**src/rtl/sa_cell_mac.sv**
```systemverilog
// ---------------------------------------------------------------------------
// sa_cell_mac: processing element for the spatial array.
//
// Signed-integer MAC cell with a loadable weight buffer, command-driven
// modes (weight load, multiply-accumulate, element-wise add/sub, partial-sum
// drain), a saturating accumulator and a valid/ready partials FIFO.
// Activations flow left->right, partial sums top->bottom, and captured row
// results leave through data_out.
//
// Ports:
//   clk, rst                        clock, async active-high reset
//   cmd_valid/cmd_ready             command handshake (ready only in IDLE)
//   cmd_mode                        0 LOAD, 1 MAC, 2 EWISE, 3 DRAIN
//   cmd_len                         weight count for LOAD
//   data_in/data_in_valid           weight write port (LOAD)
//   left_in/left_valid/left_last    activation stream (RUN)
//   right_out/right_valid           activation forwarded with 1-cycle latency
//   result_in                       partial sum from the cell above
//   result_out/result_valid         saturated partial sum to the cell below
//   wd_buffer_pop_index             weight select for MAC
//   add_sub                         0 add, 1 subtract
//   data_out/data_out_valid/ready   partials FIFO drain (DRAIN)
//   wd_count                        number of valid weights
//   sat_flag/ovf_flag/idx_err       sticky status, cleared on command accept
// ---------------------------------------------------------------------------
module sa_cell_mac #(
    parameter int DATA_WIDTH      = 16,
    parameter int ACC_WIDTH       = 40,
    parameter int WD_BUFFER_DEPTH = 16,
    parameter int PARTIALS_DEPTH  = 4
) (
    input  logic                               clk,
    input  logic                               rst,
    input  logic                               cmd_valid,
    output logic                               cmd_ready,
    input  logic [1:0]                         cmd_mode,
    input  logic [$clog2(WD_BUFFER_DEPTH):0]   cmd_len,
    input  logic [DATA_WIDTH-1:0]              data_in,
    input  logic                               data_in_valid,
    input  logic [DATA_WIDTH-1:0]              left_in,
    input  logic                               left_valid,
    input  logic                               left_last,
    output logic [DATA_WIDTH-1:0]              right_out,
    output logic                               right_valid,
    input  logic [ACC_WIDTH-1:0]               result_in,
    output logic [ACC_WIDTH-1:0]               result_out,
    output logic                               result_valid,
    input  logic [$clog2(WD_BUFFER_DEPTH)-1:0] wd_buffer_pop_index,
    input  logic                               add_sub,
    output logic [ACC_WIDTH-1:0]               data_out,
    output logic                               data_out_valid,
    input  logic                               data_out_ready,
    output logic [$clog2(WD_BUFFER_DEPTH):0]   wd_count,
    output logic                               sat_flag,
    output logic                               ovf_flag,
    output logic                               idx_err
);

    localparam int WI = $clog2(WD_BUFFER_DEPTH);
    localparam int PI = $clog2(PARTIALS_DEPTH);
    localparam int PW = 2 * DATA_WIDTH;

    localparam logic [WI:0]        WD_ONE   = (WI+1)'(1);
    localparam logic [WI:0]        WD_DEPTH = (WI+1)'(WD_BUFFER_DEPTH);
    localparam logic [PI:0]        PF_DEPTH = (PI+1)'(PARTIALS_DEPTH);
    localparam logic [PI:0]        PF_ONE   = (PI+1)'(1);
    localparam logic [PI-1:0]      PP_ONE   = PI'(1);
    localparam logic [ACC_WIDTH-1:0] ACC_MAX = {1'b0, {(ACC_WIDTH-1){1'b1}}};
    localparam logic [ACC_WIDTH-1:0] ACC_MIN = {1'b1, {(ACC_WIDTH-1){1'b0}}};

    typedef enum logic [1:0] {S_IDLE, S_LOAD, S_RUN, S_DRAIN} state_t;
    typedef enum logic [1:0] {M_LOAD, M_MAC, M_EWISE, M_DRAIN} mode_t;

    state_t state;
    mode_t  mode;
    logic [WI:0] target;

    logic [DATA_WIDTH-1:0] wbuf [WD_BUFFER_DEPTH];
    logic [ACC_WIDTH-1:0]  fifo_mem [PARTIALS_DEPTH];
    logic [PI-1:0]         wr_ptr, rd_ptr;
    logic [PI:0]           fifo_count;

    // ------------------------------------------------------------------
    // Datapath: weight select, product/element term, widened add/sub and
    // saturation back to ACC_WIDTH.
    // ------------------------------------------------------------------
    logic                       idx_bad;
    logic signed [PW-1:0]       act_ext, wgt_ext, prod;
    logic signed [ACC_WIDTH:0]  term, rin_ext, sum;
    logic [ACC_WIDTH-1:0]       sat_val;
    logic                       sat_hit;

    always_comb begin
        // NOTE: every variable in a combinational block gets a default first so no latch is inferred.
        idx_bad = ({1'b0, wd_buffer_pop_index} >= wd_count);
        act_ext = {{DATA_WIDTH{left_in[DATA_WIDTH-1]}}, left_in};
        wgt_ext = '0;
        if (!idx_bad) begin
            wgt_ext = {{DATA_WIDTH{wbuf[wd_buffer_pop_index][DATA_WIDTH-1]}},
                       wbuf[wd_buffer_pop_index]};
        end
        // The full product always fits PW signed bits, so the low half is exact.
        prod = act_ext * wgt_ext;
        if (mode == M_MAC) begin
            term = {{(ACC_WIDTH+1-PW){prod[PW-1]}}, prod};
        end else begin
            term = {{(ACC_WIDTH+1-DATA_WIDTH){left_in[DATA_WIDTH-1]}}, left_in};
        end
        rin_ext = {result_in[ACC_WIDTH-1], result_in};
        sum     = add_sub ? (rin_ext - term) : (rin_ext + term);
        // Top two bits disagree: the true value left the ACC_WIDTH range.
        sat_hit = (sum[ACC_WIDTH] != sum[ACC_WIDTH-1]);
        if (sat_hit) begin
            sat_val = sum[ACC_WIDTH] ? ACC_MIN : ACC_MAX;
        end else begin
            sat_val = sum[ACC_WIDTH-1:0];
        end
    end

    // ------------------------------------------------------------------
    // Handshake and strobe decode
    // ------------------------------------------------------------------
    logic cmd_fire, load_beat, load_done, run_beat, fifo_full, fifo_push, fifo_pop;

    always_comb begin
        cmd_ready      = (state == S_IDLE);
        cmd_fire       = cmd_valid && cmd_ready;
        load_beat      = (state == S_LOAD) && data_in_valid && (target != '0);
        load_done      = load_beat && ((wd_count + WD_ONE) == target);
        run_beat       = (state == S_RUN) && left_valid;
        fifo_full      = (fifo_count == PF_DEPTH);
        fifo_push      = run_beat && left_last && !fifo_full;
        data_out_valid = (state == S_DRAIN) && (fifo_count != '0);
        // Gated so data_out reads 0 outside a valid drain beat, including reset.
        data_out       = data_out_valid ? fifo_mem[rd_ptr] : '0;
        fifo_pop       = data_out_valid && data_out_ready;
    end

    // ------------------------------------------------------------------
    // Storage arrays
    // ------------------------------------------------------------------
    // NOTE: the weight buffer and FIFO storage carry no reset; wd_count and the FIFO pointers define which entries are meaningful.
    always_ff @(posedge clk) begin
        if (load_beat) begin
            wbuf[wd_count[WI-1:0]] <= data_in;
        end
        if (fifo_push) begin
            fifo_mem[wr_ptr] <= sat_val;
        end
    end

    // ------------------------------------------------------------------
    // Control FSM, flags, forwarding and registered outputs
    // ------------------------------------------------------------------
    // NOTE: sequential state uses non-blocking assignments so every register samples pre-edge values.
    always_ff @(posedge clk or posedge rst) begin
        if (rst) begin
            state        <= S_IDLE;
            mode         <= M_LOAD;
            target       <= '0;
            wd_count     <= '0;
            wr_ptr       <= '0;
            rd_ptr       <= '0;
            fifo_count   <= '0;
            sat_flag     <= 1'b0;
            ovf_flag     <= 1'b0;
            idx_err      <= 1'b0;
            right_out    <= '0;
            right_valid  <= 1'b0;
            result_out   <= '0;
            result_valid <= 1'b0;
        end else begin
            right_out    <= left_in;
            right_valid  <= left_valid;
            result_valid <= 1'b0;

            case (state)
                S_IDLE: begin
                    if (cmd_fire) begin
                        mode     <= mode_t'(cmd_mode);
                        sat_flag <= 1'b0;
                        ovf_flag <= 1'b0;
                        idx_err  <= 1'b0;
                        case (mode_t'(cmd_mode))
                            M_LOAD: begin
                                state    <= S_LOAD;
                                wd_count <= '0;
                                target   <= (cmd_len > WD_DEPTH) ? WD_DEPTH : cmd_len;
                            end
                            M_DRAIN: state <= S_DRAIN;
                            default: state <= S_RUN;
                        endcase
                    end
                end

                S_LOAD: begin
                    if (target == '0) begin
                        state <= S_IDLE;
                    end else if (load_beat) begin
                        wd_count <= wd_count + WD_ONE;
                        if (load_done) state <= S_IDLE;
                    end
                end

                S_RUN: begin
                    if (run_beat) begin
                        result_out   <= sat_val;
                        result_valid <= 1'b1;
                        if (sat_hit) sat_flag <= 1'b1;
                        if (mode == M_MAC && idx_bad) idx_err <= 1'b1;
                        if (left_last) begin
                            state <= S_IDLE;
                            if (fifo_full) begin
                                ovf_flag <= 1'b1;
                            end else begin
                                wr_ptr     <= wr_ptr + PP_ONE;
                                fifo_count <= fifo_count + PF_ONE;
                            end
                        end
                    end
                end

                S_DRAIN: begin
                    // Leave one cycle after the FIFO is observed empty.
                    if (fifo_count == '0) begin
                        state <= S_IDLE;
                    end else if (fifo_pop) begin
                        rd_ptr     <= rd_ptr + PP_ONE;
                        fifo_count <= fifo_count - PF_ONE;
                    end
                end

                default: state <= S_IDLE;
            endcase
        end
    end

endmodule

```
**config.mk**
```make
export PLATFORM = sky130hd
export DESIGN_NAME = sa_cell_mac
export DESIGN_NICKNAME = d
export VERILOG_FILES = /design/src/rtl/sa_cell_mac.sv
export SDC_FILE = /design/constraint.sdc
export NUM_CORES = 1
export LEC_CHECK = 0
export BUFFER_PORTS_ARGS = -buffer_cell sky130_fd_sc_hd__buf_2
export CAP_MARGIN = 20
export CORE_MARGIN = 2
export CORE_UTILIZATION = 50
export CTS_CLUSTER_SIZE = 25
export DETAILED_ROUTE_END_ITERATION = 10
export GPL_TIMING_DRIVEN = 0
export PLACE_DENSITY = 0.68
export SYNTH_ARGS = -nofsm -noshare
export SYNTH_HDL_FRONTEND = slang
export SYNTH_SLANG_ARGS = --single-unit
```
**constraint.sdc**
```tcl
create_clock -name clk -period 12.05 [get_ports clk]
set_clock_uncertainty 0.05 [all_clocks]
set_input_delay 2.41 -clock clk [delete_from_list [all_inputs] [get_ports clk]]
set_output_delay 2.41 -clock clk [all_outputs]
set_load 0.01 [all_outputs]
```
==> out/qor.yml <==
status: "complete, but fails checks"
violations: "setup timing"
finalCriticalPeriod_ns: 12.70
track_usage_pct: 26.76
hold_viol_final: 0
setup_slack_ns: -0.6490
io-pin-count: 199
cts_sinks: 498
yosysSeqAreaShare_pct: 43.39
synth_top_area_share_pct: 37.27
drtPass1Iterations: 5
ys_seq_elements: 498
dpl.hpwl_um: 68140
crit_type: "in2reg"
avgSynthCellArea_um2: 12.30
wl_per_cell_um: 22.62
required_ns: 12.46
cts_tree: "done"
synthTopCellsByCount: "edfxtp_1, inv_1, fa_1"
routed_via_density: 5.758
synth_top_cell_by_area: "edfxtp_1"
drv_slew: 0
drive_above_1_share_pct: 30.70
setup_viol: 201
die_x_um: 262.9
dieArea_um2: 69130
grt_pass1_wl_um: 142700
critPathMaxFanout: 7
critPathTopFamily: "adder cells"
start_kind: "primary input"
cp_common_cell: "buf_12"
drc: 0
ys_types: 102
synthArstFlopShare_pct: 16.47
synth_edf_count: 416
placement.io_buffers: 197
synth_nets: 3217
fin_cells: 4082
critical_path_buf_inv_count: 17
clk_latency_ns: 0.65
grt_start_max_net_pins: 62
clock_path_buffers: 3
rsz0062_at_grt: "true"
ant_nets: 0
cts_made_buffers: 50
clockRootBuffer: "clkbuf_16"
cp.arrival_ns: 13.11
post-place-ws_ns: -2.320
hold_start: "fifo_count[2]$_DFFE_PP0P_"
yosys_most_used_dff: "edfxtp_1"
max_cap_violations: 0
fp.coreArea_um2: 66100
dr_total_vias: 23500
cpPeakStageDelay_ns: 0.67
hp-class: "reg2reg"
clkTransAtPathRegs_ns: 0.06
synth_most_common_cell: "edfxtp_1"
maxSlewHeadroom_pct: 30.50
synth_area_um2: 33520
start_util_pct: 50.71
grt_overflow: 0
reg2regPathDepth: 47
drt_iter0_markers: 2139
htree_num_levels: 2
fin_crit_sh_pct: 105.4
crit_end: "fifo_mem[2][7]$_DFFE_PP_"
grt_antenna_before_repair: 9
die_y_um: 262.9
area_delta_synth_final_pct: 23.04
end_kind: "flop"
rrSetupSlack_ns: 0.75
gp_congestion: 0.9317
first_global_vias: 24620
synth_area_leaders: "edfxtp_1, fa_1, mux4_2, dfrtp_1, ha_1"
cp.depth: 51
drt-total-wl_um: 92320
max_freq_ghz: 0.07875
r2r_end: "fifo_mem[2][7]$_DFFE_PP_"
timing.rr.start: "wd_count[2]$_DFFE_PP0P_"
finish.net_count: 3657
synth_warnings: 0
num_rows: 94
dp_cells: 3812
nFillCells: 4956
crit_start: "wd_buffer_pop_index[0]"
slowest_stage: "fa_2"
worstMarginPinSlew_ns: 1.039
netlist_instances: 2726
## worst min path at each step
stage | end | slack [ns] | depth (start not counted)
6_report | fifo_count[2]$_DFFE_PP0P_ | 0.44 | 1
3_5_place_dp | result_out[17]$_DFFE_PP0P_ | 0.43 | 2
4_1_cts | fifo_count[2]$_DFFE_PP0P_ | 0.45 | 1
2_1_floorplan | fifo_count[2]$_DFFE_PP0P_ | 0.42 | 1
3_3_place_gp | result_out[28]$_DFFE_PP0P_ | 0.42 | 2
5_1_grt | fifo_count[2]$_DFFE_PP0P_ | 0.46 | 1
## cell type report
| cell class | count | area, um^2 | area share [%] |
|---|---|---|---|
| Multi-Input combinational cell | 1772 | 18810 | 45.61 |
| Sequential cell | 498 | 14540 | 35.26 |
| Timing Repair Buffer | 389 | 2948 | 7.148 |
| Clock buffer | 63 | 1310 | 3.176 |
| Inverter | 339 | 1296 | 3.143 |
| Tap cell | 864 | 1081 | 2.621 |
| Buffer | 115 | 969.7 | 2.351 |
| Clock inverter | 31 | 252.7 | 0.6128 |
| Antenna cell | 10 | 25.02 | 0.06068 |
| Timing Repair inverter | 1 | 6.256 | 0.01517 |
## placed cells by master (no fill, tap or decap), drive strengths merged, types with 8 or more instances in the layout
| master | Yosys | layout |
|---|---|---|
| clkinv | 1 | 25 |
| ha | 136 | 136 |
| diode | 0 | 10 |
| nand2b | 19 | 19 |
| nand2 | 231 | 231 |
| xnor2 | 61 | 61 |
| o211ai | 14 | 14 |
| nor2b | 26 | 26 |
| buf | 39 | 432 |
| o21bai | 12 | 12 |
| edfxtp | 416 | 416 |
| clkbuf | 80 | 135 |
| nor2 | 127 | 128 |
| a21o | 21 | 21 |
| a21oi | 118 | 118 |
| and4 | 8 | 8 |
| a211oi | 16 | 16 |
| maj3 | 17 | 17 |
| o21a | 15 | 15 |
| xor2 | 28 | 28 |
| inv | 338 | 340 |
| nand3 | 35 | 36 |
| nand4 | 13 | 13 |
| o21ai | 90 | 90 |
| o31ai | 27 | 27 |
| fa | 264 | 264 |
| and2 | 192 | 192 |
| a31oi | 12 | 12 |
| mux4 | 120 | 120 |
| and3 | 12 | 12 |
| mux2i | 20 | 20 |
| dfrtp | 82 | 82 |
| nor3 | 32 | 32 |
## metrics by stage
stage | util, % | TNS (ns) | cell area [um^2] | hold WS [ns]
CTS | 61.23 | -98.70 | 40480 | 0.4452
global placement | 54.48 | -427.07 | 36010 | 0.4176
finish | 62.39 | -108.31 | 41240 | 0.4440
global route | 62.36 | -174.69 | 41220 | 0.4574
detailed placement | 55.19 | -444.59 | 36480 | 0.4254
floorplan | - | -48.98 | 33940 | 0.4175
## registers in the layout, summed over array words and instances (netlist names), 2 cells and up
name / count
wr_ptr: 2
right_out: 16
result_out: 40
fifo_mem: 160
mode: 2
state: 2
wd_count: 5
target: 5
fifo_count: 3
rd_ptr: 2
wbuf: 256
## routing by layer
metal,vias to the layer above,track usage (%),part of all wire (%)
li1,10410,-,-
met1,12000,35.20,41
met2,925,45.17,49
met3,165,5.360,7.9
met4,8,7.954,2.9
met5,-,0,0.053
## repair_timing
item,CTS,global route
pin swaps,139,96
setup buffers,108,50
endpoints found under the setup margin,201,201
gates resized for setup,349,90
hold buffers,0,0
cloned,12,0
## cell families after synthesis
group,after synthesis,synth area share [%]
compound gates,386,7.589
simple gates,731,11.14
mux,146,8.861
buf+inv,458,5.248
flops,498,43.39
xor+xnor,90,2.393
fa+ha+maj,417,21.38
Power is not shown: default switching activity piles up to over one toggle a cycle in this logic, so the estimate is an artifact.
